## config.mk

```make
export PLATFORM = sky130hd
export DESIGN_NAME = hb3_multi_ctrl_flat
export DESIGN_NICKNAME = d
export VERILOG_FILES = /design/src/rtl/hb3_multi_ctrl_if.sv /design/src/rtl/hb3_multi_ctrl.sv /design/src/flat_wrapper.sv
export SDC_FILE = /design/constraint.sdc
export NUM_CORES = 1
export LEC_CHECK = 0
export ABC_AREA = 1
export CAP_MARGIN = 20
export CORE_ASPECT_RATIO = 1.5
export CORE_MARGIN = 5
export CORE_UTILIZATION = 58
export DETAILED_ROUTE_END_ITERATION = 8
export GPL_ROUTABILITY_DRIVEN = 1
export PLACE_DENSITY = 0.9
export SYNTH_ARGS = -nofsm -noshare
export SYNTH_HDL_FRONTEND = slang
export SYNTH_SLANG_ARGS = --single-unit
export TNS_END_PERCENT = 50
```

## constraint.sdc

```tcl
create_clock -name clk -period 2.2 [get_ports clk]
set_clock_uncertainty 0.15 [all_clocks]
set_input_delay 0.55 -clock clk [delete_from_list [all_inputs] [get_ports clk]]
set_output_delay 0.55 -clock clk [all_outputs]
set_load 0.02 [all_outputs]
```

## src/rtl/hb3_multi_ctrl_if.sv

```systemverilog
// Signal bundle between the AXI register file / Pmod pins and the multi-channel HB3 controller.
interface hb3_multi_ctrl_if #(
  parameter int NUM_CH   = 2,
  parameter int PWM_BITS = 8,
  parameter int CNT_BITS = 16
);
  logic [NUM_CH*PWM_BITS-1:0] reg_duty;
  logic [2*NUM_CH-1:0]        reg_control;
  logic [NUM_CH-1:0]          pinA;
  logic [NUM_CH-1:0]          pwm;
  logic [NUM_CH-1:0]          dir_out;
  logic [NUM_CH*CNT_BITS-1:0] reg_count;
  logic                       count_valid;
  logic [NUM_CH-1:0]          busy;

  modport master (
    output reg_duty, reg_control, pinA,
    input  pwm, dir_out, reg_count, count_valid, busy
  );

  modport slave (
    input  reg_duty, reg_control, pinA,
    output pwm, dir_out, reg_count, count_valid, busy
  );
endinterface

```

## src/rtl/hb3_multi_ctrl.sv

```systemverilog
// Multi-channel H-bridge driver: shared PWM timebase, per-channel dead-time interlock FSM,
// and per-channel encoder edge counting over a shared gate window.
module hb3_multi_ctrl #(
  parameter int NUM_CH       = 2,
  parameter int PWM_BITS     = 8,
  parameter int PWM_PRESCALE = 16,
  parameter int DEAD_CYCLES  = 1000,
  parameter int GATE_CYCLES  = 100_000_000,
  parameter int CNT_BITS     = 16
) (
  input  logic            clk,
  input  logic            resetN,
  hb3_multi_ctrl_if.slave bus
);
  localparam int PRE_W  = (PWM_PRESCALE > 1) ? $clog2(PWM_PRESCALE) : 1;
  localparam int DEAD_W = (DEAD_CYCLES > 1) ? $clog2(DEAD_CYCLES) : 1;
  localparam int GATE_W = $clog2(GATE_CYCLES);
  localparam logic [PRE_W-1:0]  PRE_LAST  = PRE_W'(PWM_PRESCALE - 1);
  localparam logic [DEAD_W-1:0] DEAD_LAST = DEAD_W'(DEAD_CYCLES - 1);
  localparam logic [GATE_W-1:0] GATE_LAST = GATE_W'(GATE_CYCLES - 1);

  typedef enum logic [1:0] {IDLE = 2'd0, RUN = 2'd1, COAST = 2'd2} state_t;

  function automatic logic [CNT_BITS-1:0] sat_inc(input logic [CNT_BITS-1:0] v, input logic e);
    if (e && (v != {CNT_BITS{1'b1}})) return v + CNT_BITS'(1);
    return v;
  endfunction

  logic [PRE_W-1:0]           r_pre;
  logic [PWM_BITS-1:0]        r_cnt;
  logic                       r_boot;
  logic [PWM_BITS-1:0]        r_duty [NUM_CH];
  state_t                     r_state [NUM_CH];
  state_t                     w_next [NUM_CH];
  logic [DEAD_W-1:0]          r_dead [NUM_CH];
  logic [NUM_CH-1:0]          r_dir;
  logic [NUM_CH-1:0]          r_pwm;
  logic [NUM_CH-1:0]          r_busy;
  logic [NUM_CH-1:0]          r_sync1;
  logic [NUM_CH-1:0]          r_sync2;
  logic [NUM_CH-1:0]          r_prev;
  logic [GATE_W-1:0]          r_gate;
  logic [CNT_BITS-1:0]        r_acc [NUM_CH];
  logic [NUM_CH*CNT_BITS-1:0] r_count;
  logic                       r_cv;

  logic [NUM_CH-1:0]          w_en;
  logic [NUM_CH-1:0]          w_req;
  logic [NUM_CH-1:0]          w_dead_last;
  logic [NUM_CH-1:0]          w_edge;
  logic                       w_pre_wrap;
  logic                       w_load_duty;
  logic                       w_gate_last;

  assign w_pre_wrap  = (r_pre == PRE_LAST);
  assign w_load_duty = r_boot || (w_pre_wrap && (r_cnt == {PWM_BITS{1'b1}}));
  assign w_gate_last = (r_gate == GATE_LAST);
  assign w_edge      = r_sync2 & ~r_prev;

  // Shared PWM timebase; duty latches reload only at period start or right after reset.
  always_ff @(posedge clk) begin
    if (!resetN) begin
      r_pre  <= '0;
      r_cnt  <= '0;
      r_boot <= 1'b1;
      for (int i = 0; i < NUM_CH; i++) r_duty[i] <= '0;
    end else begin
      r_boot <= 1'b0;
      r_pre  <= w_pre_wrap ? '0 : r_pre + PRE_W'(1);
      if (w_pre_wrap) r_cnt <= r_cnt + PWM_BITS'(1);
      for (int i = 0; i < NUM_CH; i++) begin
        if (w_load_duty) r_duty[i] <= bus.reg_duty[i*PWM_BITS +: PWM_BITS];
      end
    end
  end

  // Per-channel FSM next state
  always_comb begin
    w_en        = '0;
    w_req       = '0;
    w_dead_last = '0;
    for (int i = 0; i < NUM_CH; i++) begin
      w_en[i]        = bus.reg_control[2*i];
      w_req[i]       = bus.reg_control[2*i+1];
      w_dead_last[i] = (r_dead[i] == DEAD_LAST);
      w_next[i]      = r_state[i];
      case (r_state[i])
        IDLE: begin
          if (w_req[i] != r_dir[i]) w_next[i] = COAST;
          else if (w_en[i])         w_next[i] = RUN;
        end
        RUN: begin
          if (w_req[i] != r_dir[i]) w_next[i] = COAST;
          else if (!w_en[i])        w_next[i] = IDLE;
        end
        COAST: begin
          if (w_dead_last[i]) w_next[i] = w_en[i] ? RUN : IDLE;
        end
        default: w_next[i] = IDLE;
      endcase
    end
  end

  always_ff @(posedge clk) begin
    if (!resetN) begin
      for (int i = 0; i < NUM_CH; i++) r_state[i] <= IDLE;
    end else begin
      for (int i = 0; i < NUM_CH; i++) r_state[i] <= w_next[i];
    end
  end

  // Dead-time counter, direction register and registered drive outputs.
  // A pending direction request already blanks pwm so the bridge is never driven
  // in the cycle it starts to coast.
  always_ff @(posedge clk) begin
    if (!resetN) begin
      r_dir  <= '0;
      r_pwm  <= '0;
      r_busy <= '0;
      for (int i = 0; i < NUM_CH; i++) r_dead[i] <= '0;
    end else begin
      for (int i = 0; i < NUM_CH; i++) begin
        r_dead[i] <= ((r_state[i] == COAST) && !w_dead_last[i]) ? r_dead[i] + DEAD_W'(1) : '0;
        if ((r_state[i] == COAST) && w_dead_last[i]) r_dir[i] <= w_req[i];
        r_pwm[i]  <= (r_state[i] == RUN) && (w_req[i] == r_dir[i]) && (r_cnt < r_duty[i]);
        r_busy[i] <= (w_next[i] == COAST);
      end
    end
  end

  // Encoder sync, edge detect and gated accumulation; the terminal-cycle edge
  // is folded into the latched value so it is neither lost nor carried over.
  always_ff @(posedge clk) begin
    if (!resetN) begin
      r_sync1 <= '0;
      r_sync2 <= '0;
      r_prev  <= '0;
      r_gate  <= '0;
      r_cv    <= 1'b0;
      r_count <= '0;
      for (int i = 0; i < NUM_CH; i++) r_acc[i] <= '0;
    end else begin
      r_sync1 <= bus.pinA;
      r_sync2 <= r_sync1;
      r_prev  <= r_sync2;
      r_gate  <= w_gate_last ? '0 : r_gate + GATE_W'(1);
      r_cv    <= w_gate_last;
      for (int i = 0; i < NUM_CH; i++) begin
        if (w_gate_last) begin
          r_count[i*CNT_BITS +: CNT_BITS] <= sat_inc(r_acc[i], w_edge[i]);
          r_acc[i] <= '0;
        end else begin
          r_acc[i] <= sat_inc(r_acc[i], w_edge[i]);
        end
      end
    end
  end

  assign bus.pwm         = r_pwm;
  assign bus.dir_out     = r_dir;
  assign bus.busy        = r_busy;
  assign bus.reg_count   = r_count;
  assign bus.count_valid = r_cv;

endmodule

```

## src/flat_wrapper.sv

```systemverilog
// flat-port wrapper written by rule: the top's interface ports become plain ports
module hb3_multi_ctrl_flat 
#(
  parameter int NUM_CH       = 2,
  parameter int PWM_BITS     = 8,
  parameter int PWM_PRESCALE = 16,
  parameter int DEAD_CYCLES  = 1000,
  parameter int GATE_CYCLES  = 100_000_000,
  parameter int CNT_BITS     = 16
)
  (clk, resetN, bus_reg_duty, bus_reg_control, bus_pinA, bus_pwm, bus_dir_out, bus_reg_count, bus_count_valid, bus_busy);
  hb3_multi_ctrl_if #(.NUM_CH(NUM_CH), .PWM_BITS(PWM_BITS), .CNT_BITS(CNT_BITS)) bus_i ();
  input  logic clk;
  input  logic resetN;
  input wire logic [$bits(bus_i.reg_duty)-1:0] bus_reg_duty;
  input wire logic [$bits(bus_i.reg_control)-1:0] bus_reg_control;
  input wire logic [$bits(bus_i.pinA)-1:0] bus_pinA;
  output wire logic [$bits(bus_i.pwm)-1:0] bus_pwm;
  output wire logic [$bits(bus_i.dir_out)-1:0] bus_dir_out;
  output wire logic [$bits(bus_i.reg_count)-1:0] bus_reg_count;
  output wire logic [$bits(bus_i.count_valid)-1:0] bus_count_valid;
  output wire logic [$bits(bus_i.busy)-1:0] bus_busy;
  assign bus_i.reg_duty = bus_reg_duty;
  assign bus_i.reg_control = bus_reg_control;
  assign bus_i.pinA = bus_pinA;
  assign bus_pwm = bus_i.pwm;
  assign bus_dir_out = bus_i.dir_out;
  assign bus_reg_count = bus_i.reg_count;
  assign bus_count_valid = bus_i.count_valid;
  assign bus_busy = bus_i.busy;
  hb3_multi_ctrl #(.NUM_CH(NUM_CH), .PWM_BITS(PWM_BITS), .PWM_PRESCALE(PWM_PRESCALE), .DEAD_CYCLES(DEAD_CYCLES), .GATE_CYCLES(GATE_CYCLES), .CNT_BITS(CNT_BITS)) u_core (.clk(clk), .resetN(resetN), .bus(bus_i));
endmodule
```

; ---- Yosys cells after proc, flatten, opt, wreduce, memory -nomap -nowiden
; Memories as Yosys holds them, arrays and structs flattened.
; Index checks and enable logic that the tools add are counted.
[word_totals]
register_bits = 85
mem_bits_rw = 72
input_bits = 24
out_inout_bits = 39
elab_cells = 131
mem_count = 4
[mem_list]
columns = memory, words, word_bits, read_ports, rd_ports_with_merged_regs, wr, line_no
row1 = u_core.r_acc, 2, 16, 2, 0, 2, hb3_multi_ctrl.sv:43  ; logic [CNT_BITS-1:0] r_acc [NUM_CH];
row2 = u_core.r_dead, 2, 10, 2, 0, 2, hb3_multi_ctrl.sv:35  ; logic [DEAD_W-1:0] r_dead [NUM_CH];
row3 = u_core.r_duty, 2, 8, 2, 0, 2, hb3_multi_ctrl.sv:32  ; logic [PWM_BITS-1:0] r_duty [NUM_CH];
row4 = u_core.r_state, 2, 2, 2, 0, 2, hb3_multi_ctrl.sv:33  ; state_t r_state [NUM_CH];
[classes]
addsub = 7
n_lt_le_gt_ge = 2
n_eq_ne = 17
mux = 57
n_bitwise = 13
reduce_logical = 18
[op_table]
columns = operator, count
row1 = $mux 16, 14
row2 = $mux 10, 4
row3 = $add 16x1->16 const B, 2
row4 = $ne 16x16->1 const B, 2
row5 = $add 27x1->27 const B, 1
row6 = $eq 27x27->1 const B, 1
row7 = $mux 2, 12
row8 = $mux 1, 23
row9 = $add 10x1->10 const B, 2
row10 = $eq 10x10->1 const B, 2
row11 = $lt 8x8->1, 2
row12 = $mux 8, 2
row13 = $pmux 2 s3, 2
row14 = $logic_and 1x1->1, 11
row15 = $or 1x1->1, 10
row16 = $add 8x1->8 const B, 1
row17 = $eq 2x2->1 const B, 4
row18 = $eq 8x8->1 const B, 1
row19 = $add 4x1->4 const B, 1
row20 = $eq 2x1->1 const B, 2
row21 = $eq 4x4->1 const B, 1
row22 = $logic_not 2->1, 2
row23 = $reduce_or 2->1, 2
row24 = $and 2x2->2, 1
row25 = 6 further kinds, 9

; ---- Longest topological paths before layout
; Gate-level depths: netlist of the first run.
[depth]
depth_word = 10
ltp_mapped = 12
depth_no_buf = 11

; ---- Worst setup path after synthesis of the first run
; OpenSTA, ideal clock, no wires.
[synth_timing]
path_type = input -> register
start = input port resetN
end = memory u_core.r_duty[0][0] (enable)
setup_time_ns = 0.416
arrival_ns = 1.425
t_required_ns = 1.634
setup_slack_ns = 0.209
path_stages = 3
n_path_buf = 2
path_cell_list = buf_2 > clkbuf_1 > nand3_1
[synth_rtl]
columns = element, line_no
row1 = from (decl), flat_wrapper.sv:14  ; input logic resetN;
row2 = to (decl), hb3_multi_ctrl.sv:32

; ---- Worst setup path after layout of the first run
[layout_timing]
start = register u_core.r_count[30] (netlist: u_core.bus.reg_count[30])
end = output port bus_reg_count[30]
[layout_rtl]
columns = element, line_no
row1 = from (decl), hb3_multi_ctrl.sv:44  ; logic [NUM_CH*CNT_BITS-1:0] r_count;
row2 = "from (signal, indexed assignment)", hb3_multi_ctrl.sv:150  ; r_count[i*CNT_BITS +: CNT_BITS] <= sat_inc(r_acc[i], w_edge[i]);
row3 = to (decl), flat_wrapper.sv:20  ; output wire logic [$bits(bus_i.reg_count)-1:0] bus_reg_count;
; No word-level cell between the ends.

==> summary.md, run 1 <==
| Metric | Value |
|---|---|
| Startpoint of the lowest-slack hold path | u_core.r_sync1[1]$_SDFF_PN0_ |
| Worst hold slack across all endpoints | 0.280 ns |
| Die X | 104 um |
| Die Area | 0.0157 mm^2 |
| Number of antenna violations at the first check in global routing | 0 |
| Synthesis-to-finish area growth | 21.9% |
| Maximum clock rate | 0.475 GHz |
| CTS Root Cell | sky130_fd_sc_hd__clkbuf_16 |
| Post-layout min period | 2.11 ns |
| Clock latency on the worst-skew pair | 0.43 ns |
| Starting DRC count in detailed routing | 327 |
| Total power | 6.40 mW |
| Per-cell via count in the routed design | 5.28 |
| Power density normalized to cell area | 682 mW/mm^2 |
| Final count of negative-setup-slack endpoints | 0 |
| Gpl congestion | 0.960 |
| Share of total power consumed by net switching | 24.3% |
| Total number of nets in the final design | 1205 |
| Cells after synthesis | 1041 |
| Class of the tightest hold or removal check | register to register |
| Antenna-violating nets left | 0 |
| Worst slew slack as a fraction of its limit | 61.5% |
| Starting density of the core | 59.1% |
| Post-route cell area | 0.00938 mm^2 |
| Clock-pin transition on the worst setup and hold timing paths | 0.07 ns |
| End of the worst hold path | u_core.r_sync2[1]$_SDFF_PN0_ |
| Core Box Area | 0.0130 mm^2 |
| TritonCTS clock tree | built |
| Number of synthesized register bits | 157 |
| Final cell count without fillers | 1332 |
| Post-place instance area | 0.00880 mm^2 |
| Final number of hold-violating endpoints | 0 |
| Status | complete, no violations |
| Post-synthesis cell type count | 35 |
| Final HPWL DP | 12300 um |
| Maximum number of pins on one net before global-route repair | 32 |
| Overall overflow remaining after global route | 0 |
| DRC errors left | 0 |
| Worst voltage drop across the vdd grid | 553 uV |
| Top delay family on crit path | buffers and inverters |
| I/O Buffers | 62 |
| Depth of the most critical reg-to-reg path | 10 |
| Yosys synthesis warning count | 0 |
| H-tree depth reported by CTS | 4 |
| Worst flop-to-flop path startpoint | u_core.r_acc[1][9]$_SDFFCE_PN0P_ |
| Number of placement rows | 51 |
| Type of the worst setup path | register to output port |
| Via count of the first global-routing pass | 6872 |
| GRT Total Usage | 22.1% |
| Max-Cap Viols | 0 |
| Area of combinational cells with multiple inputs | 0.00358 mm^2 |
| Netlist Area Pre-Place | 0.00769 mm^2 |
| Cell-by-cell trace of the critical path | clkdlybuf4s50_1 |
| Data arrival at the endpoint of the critical path | 1.41 ns |
| Final-layout setup total negative slack | 0 ns |
| Startpoint Class | register |
| Via count | 7030 |
| Endpoint type of the worst setup path | output port |
| Number of clock sinks | 157 |
| Register-to-register setup slack | 0.11 ns |
| Wire length of the first global-routing pass | 28800 um |
| Cell-internal power | 4.84 mW |
| Share of power burned in registers | 49.3% |
| Most common cell after layout, fill and taps aside | sky130_fd_sc_hd__nand2_1 |
| Data required time at the worst endpoint | 1.50 ns |
| Maximum fanout along the worst path | 2 |
| Net Sw Power | 1.56 mW |
| Mean post-synth cell area | 7.39 um^2 |
| Cell type with the largest total area after synthesis | sky130_fd_sc_hd__dfxtp_1 |
| Sequential standard cell area | 0.00362 mm^2 |
| Worst reg2reg path endpoint | u_core.r_acc[1][6]$_SDFFCE_PN0P_ |
| Die height | 151 um |
| Share of post-route cells with drive strength above 1 | 6.48% |
| Pre-Repair DR Iteration Count | 5 |
| Layout fillers | 957 |
| Most used cells in the layout excluding fill and tap cells | sky130_fd_sc_hd__nand2_1, sky130_fd_sc_hd__nor2_1, sky130_fd_sc_hd__inv_1 |
| CTS Buffer Depth | 2 |
| Tcrit/Tclk final | 95.7% |
| Number of pins with negative max-slew slack in the final report | 0 |
| Clock network fraction of design power | 43.6% |
| Per-cell routed wire length | 13.0 um |
| ANT cells | 0 |
| Total Routed Length | 17300 um |
| Buffering stage count on the worst path with inverters included | 1 |
| Leakage power | 3.96 nW |
| Transition time at the pin with the least slew margin | 0.574 ns |
| Relative contribution of combinational cells to total power | 7.1% |
| Unrepaired setup endpoints after global routing | no |
| Cell at the slowest stage of the critical path | sky130_fd_sc_hd__clkdlybuf4s50_1 |
| Sequential cell area fraction in the yosys report | 47.1% |
| Number of stages on the worst hold path | 2 |
| TritonCTS Buffers | 17 |
| Largest stage delay on the critical path | 0.62 ns |
| Placed cell count | 1300 |
| Yosys top cell area share | 28.4% |
| Top area cells in the synthesized netlist | sky130_fd_sc_hd__dfxtp_1, sky130_fd_sc_hd__edfxtp_1, sky130_fd_sc_hd__nand2_1 |
| Top-level I/O count | 63 |
[worst max path at each step]
stage,startpoint,end,cells past startpoint
6_report,u_core.bus.reg_count[30]$_SDFFE_PN0P_,bus_reg_count[30],1
5_1_grt,u_core.r_acc[0][1]$_SDFFCE_PN0P_,u_core.r_acc[0][10]$_SDFFCE_PN0P_,10
4_1_cts,u_core.bus.reg_count[30]$_SDFFE_PN0P_,bus_reg_count[30],1
3_5_place_dp,resetN,u_core.bus.busy[0]$_SDFF_PN0_,5
3_3_place_gp,resetN,u_core.bus.busy[0]$_SDFF_PN0_,5
2_1_floorplan,resetN,u_core.r_duty[0][0]$_SDFFCE_PN0P_,3
[worst min-delay path, stage by stage (launching register included)]
cell                      delay, ns
sky130_fd_sc_hd__dfxtp_1       0.31
sky130_fd_sc_hd__nand2_1       0.06
sky130_fd_sc_hd__inv_1         0.03
[per-layer routing]
layer  wire length (um)  part of all wire [%]  track usage (%)  vias up
met5                  0                     0                0        -
met2               9410                    54             43.2      233
li1                   -                     -                -     3503
met3                758                   4.4             3.97       57
met4                607                   3.5             11.8        0
met1               6560                    38             22.0     3237
[metrics by stage]
stage	util [%]	setup WS, ns
finish	72.0	0.0941
floorplan	-	0.209
global route	72.0	0.00538
detailed placement	67.6	0.0327
global placement	67.6	0.0282
CTS	71.9	0.0738
[power groups by stage]
stage / clock network, mW / logic, mW / registers (mW)
final: 2.79 / 0.455 / 3.15
after floorplan: 0 / 0.281 / 3.20
after detailed placement: 0 / 0.439 / 3.21
after global routing: 2.96 / 0.513 / 3.16
after CTS: 2.83 / 0.449 / 3.15
after global placement: 0 / 0.422 / 3.21
[final cells by class]
class,instances,area share (%)
well taps,159,2.12
inverters,132,5.32
clock inverters,15,1.45
repair buffers,91,9.78
flip-flops and latches,157,38.6
clock buffers,17,4.54
multi-input cells,761,38.1
[sequential cells by signal, summed over array words and instances (netlist names), 4 cells and up]
name,cells
u_core.bus.reg_count,32
u_core.r_acc,32
u_core.r_cnt,8
u_core.r_dead,20
u_core.r_duty,16
u_core.r_gate,27
u_core.r_pre,4
u_core.r_state,4
[what timing repair did]
action	4_1_cts	5_1_grt
hold buffers	0	0
resized for setup	0	5
endpoints found under the setup margin	0	6
setup buffers	0	0
[synthesized netlist by cell type, drive strengths merged]
| cell | instances |
|---|---|
| a21boi | 1 |
| ha | 21 |
| o31ai | 5 |
| dfxtp | 109 |
| nand2 | 336 |
| nor3b | 3 |
| clkbuf | 5 |
| nand4 | 15 |
| a21oi | 44 |
| o21ai | 21 |
| buf | 17 |
| and2 | 2 |
| a31oi | 1 |
| or2 | 1 |
| xnor2 | 11 |
| a31o | 1 |
| edfxtp | 48 |
| a211oi | 2 |
| conb | 1 |
| nand3 | 45 |
| inv | 131 |
| nor2 | 153 |
| xor2 | 19 |
| nand3b | 11 |
| nor3 | 37 |
| clkinv | 1 |
[kinds of logic after synthesis]
kind of cell	count (synthesis)	synth area share, %
AOI/OAI and AO/OA	75	5.20
DFF	157	47.1
and+or+nand+nor	603	32.8
buffers and inverters	154	8.02
xor gates and xnor gates	30	3.41
adders and majority gates	21	3.41
other	1	0.0487
(Power assumes the default switching activity.)
==> inputs of run 2 (changes only) <==
- CORE_MARGIN: 5 -> 4
==> summary.md, run 2 (synthesis gave the netlist of run 1 again) <==
| Metric | Value |
|---|---|
| Register-to-register setup slack | 0.16 ns |
| Final HPWL DP | 12300 um |
| Startpoint of the most critical setup path | u_core.bus.dir_out[0]$_SDFFE_PN0P_ |
| Worst Setup EP | bus_dir_out[0] |
| Number of placement rows | 51 |
| Worst voltage drop across the vdd grid | 583 uV |
| Post-layout min period | 2.13 ns |
| Starting DRC count in detailed routing | 316 |
| Final number of hold-violating endpoints | 0 |
| Per-cell via count in the routed design | 5.17 |
| # hold bufs at CTS | 0 |
| Leakage power | 3.98 nW |
| Core Box Area | 0.0130 mm^2 |
| Status | complete, no violations |
| Largest stage delay on the critical path | 0.63 ns |
| Most common cell after layout, fill and taps aside | sky130_fd_sc_hd__nand2_1 |
| Max-Cap Viols | 0 |
| Depth of the most critical reg-to-reg path | 12 |
| Buffering stage count on the worst path with inverters included | 1 |
| Per-cell routed wire length | 12.7 um |
| Type of the worst setup path | register to output port |
| Cell at the slowest stage of the critical path | sky130_fd_sc_hd__clkdlybuf4s50_1 |
| Tcrit/Tclk final | 96.6% |
| Worst slew slack as a fraction of its limit | 63.6% |
| Data arrival at the endpoint of the critical path | 1.43 ns |
| Via count | 6893 |
| Number of pins with negative max-slew slack in the final report | 0 |
| Top delay family on crit path | buffers and inverters |
| Class of the tightest hold or removal check | register to register |
| Top-level I/O count | 63 |
| Overall overflow remaining after global route | 0 |
| Clock latency on the worst-skew pair | 0.42 ns |
| Final-layout setup total negative slack | 0 ns |
| Wire length of the first global-routing pass | 28900 um |
| Cell-by-cell trace of the critical path | clkdlybuf4s50_1 |
| Unrepaired setup endpoints after global routing | no |
| TritonCTS clock tree | built |
| Via count of the first global-routing pass | 6782 |
| Die Area | 0.0152 mm^2 |
| Total power | 6.47 mW |
| Layout fillers | 993 |
| Final count of negative-setup-slack endpoints | 0 |
| Number of antenna violations at the first check in global routing | 0 |
| Synthesis-to-finish area growth | 21.8% |
| I/O Buffers | 62 |
| Number of stages on the worst setup path | 1 |
| Clock-pin transition on the worst setup and hold timing paths | 0.06 ns |
| Maximum clock rate | 0.471 GHz |
| CTS Buffer Depth | 2 |
| TritonCTS Buffers | 17 |
| Starting density of the core | 59.1% |
| ANT cells | 0 |
| Endpoint type of the worst setup path | output port |
| Transition time at the pin with the least slew margin | 0.542 ns |
| Number of clock sinks | 157 |
| Maximum number of pins on one net before global-route repair | 51 |
| Gpl congestion | 0.913 |
| Worst flop-to-flop path startpoint | u_core.r_acc[1][0]$_SDFFCE_PN0P_ |
| Total number of nets in the final design | 1207 |
| Data required time at the worst endpoint | 1.50 ns |
| DRC errors left | 0 |
| Number of stages on the worst hold path | 2 |
| Pre-Repair DR Iteration Count | 5 |
| Startpoint Class | register |
| Area of combinational cells with multiple inputs | 0.00358 mm^2 |
| GRT Total Usage | 23.5% |
| Power density normalized to cell area | 690 mW/mm^2 |
| Maximum fanout along the worst path | 3 |
| Total Routed Length | 16900 um |
| H-tree depth reported by CTS | 4 |
| Antenna-violating nets left | 0 |
| Share of post-route cells with drive strength above 1 | 6.64% |
| Die X | 102 um |
| Sequential standard cell area | 0.00362 mm^2 |
| Worst reg2reg path endpoint | u_core.r_acc[1][5]$_SDFFCE_PN0P_ |
| Die height | 149 um |
| Most used cells in the layout excluding fill and tap cells | sky130_fd_sc_hd__nand2_1, sky130_fd_sc_hd__nor2_1, sky130_fd_sc_hd__inv_1 |
| CTS Root Cell | sky130_fd_sc_hd__clkbuf_16 |
run 2: changes by cell type in the layout (fill, tap and decap cells not counted), sizes merged:
| cell | change |
|---|---|
| clkinv | +3 |
| buf | +2 |
| inv | -2 |
| clkinvlp | -4 |
| clkbuf | +2 |
| bufinv | +1 |
run 2: how the worst min path moves through the flow:
stage | slack [ns] | start | endpoint
detailed placement | 0.25 | u_core.r_sync1[0]$_SDFF_PN0_ | u_core.r_sync2[0]$_SDFF_PN0_
finish | 0.26 | u_core.r_sync1[0]$_SDFF_PN0_ | u_core.r_sync2[0]$_SDFF_PN0_
CTS | 0.27 | u_core.r_sync1[0]$_SDFF_PN0_ | u_core.r_sync2[0]$_SDFF_PN0_
floorplan | 0.24 | u_core.r_sync1[0]$_SDFF_PN0_ | u_core.r_sync2[0]$_SDFF_PN0_
global route | 0.29 | u_core.r_sync1[1]$_SDFF_PN0_ | u_core.r_sync2[1]$_SDFF_PN0_
global placement | 0.25 | u_core.r_sync1[1]$_SDFF_PN0_ | u_core.r_sync2[1]$_SDFF_PN0_
run 2: routing by layer:
metal / vias up / share of wire (%) / track usage [%]
met5: - / 0 / 0
met4: 0 / 3.2 / 11.1
met3: 43 / 4.1 / 4.35
met2: 201 / 55 / 43.8
met1: 3149 / 38 / 24.8
li1: 3500 / - / -
run 2: power by group:
group | internal (mW) | switching (mW) | leakage (nW)
clock | 1.69 | 1.18 | 0.289
combinational | 0.183 | 0.265 | 2.31
sequential | 3.09 | 0.0691 | 1.38
run 2: area by class of cell:
cell class | count | area share, %
flip-flops and latches | 157 | 38.7
clock buffers | 19 | 4.66
well taps | 159 | 2.12
multi-input cells | 761 | 38.2
inverters | 132 | 5.33
repair buffers | 93 | 9.55
clock inverters | 13 | 1.51
run 2: worst register-to-register path, stage by stage, from the launching register on:
cell and delay (ns):
sky130_fd_sc_hd__edfxtp_1 0.43, sky130_fd_sc_hd__ha_1 0.24, sky130_fd_sc_hd__inv_1 0.09, sky130_fd_sc_hd__nor2_2 0.06, sky130_fd_sc_hd__nand2_1 0.09, sky130_fd_sc_hd__nand2_1 0.12
sky130_fd_sc_hd__nand2_4 0.18, sky130_fd_sc_hd__buf_12 0.15, sky130_fd_sc_hd__nand2_1 0.06, sky130_fd_sc_hd__nand2_1 0.09, sky130_fd_sc_hd__nand2_1 0.07, sky130_fd_sc_hd__nand2_1 0.06
sky130_fd_sc_hd__inv_1 0.04
run 2: repair_timing:
item	CTS	global route
setup endpoints to repair	0	10
endpoints found under the hold margin	0	0
gates resized for setup	0	5
buffers inserted	0	0
run 2: through the flow:
| stage | instances | utilization, % | setup slack, ns | cell area, um^2 | hold slack [ns] |
|---|---|---|---|---|---|
| 2_1_floorplan | 1072 | - | 0.209 | 7810 | 0.240 |
| 3_3_place_gp | 1302 | 67.4 | 0.0568 | 8780 | 0.245 |
| 3_5_place_dp | 1302 | 67.4 | 0.0125 | 8780 | 0.252 |
| 4_1_cts | 1334 | 71.9 | 0.0705 | 9360 | 0.269 |
| 5_1_grt | 1334 | 72.0 | 0.00916 | 9370 | 0.295 |
| 6_report | 1334 | 72.0 | 0.0746 | 9370 | 0.265 |
==> inputs of run 3 (changes only) <==
- CTS_CLUSTER_SIZE: default -> 8
==> results of run 3 <==
Final layout, timing and power as in run 2 (identical DEF).
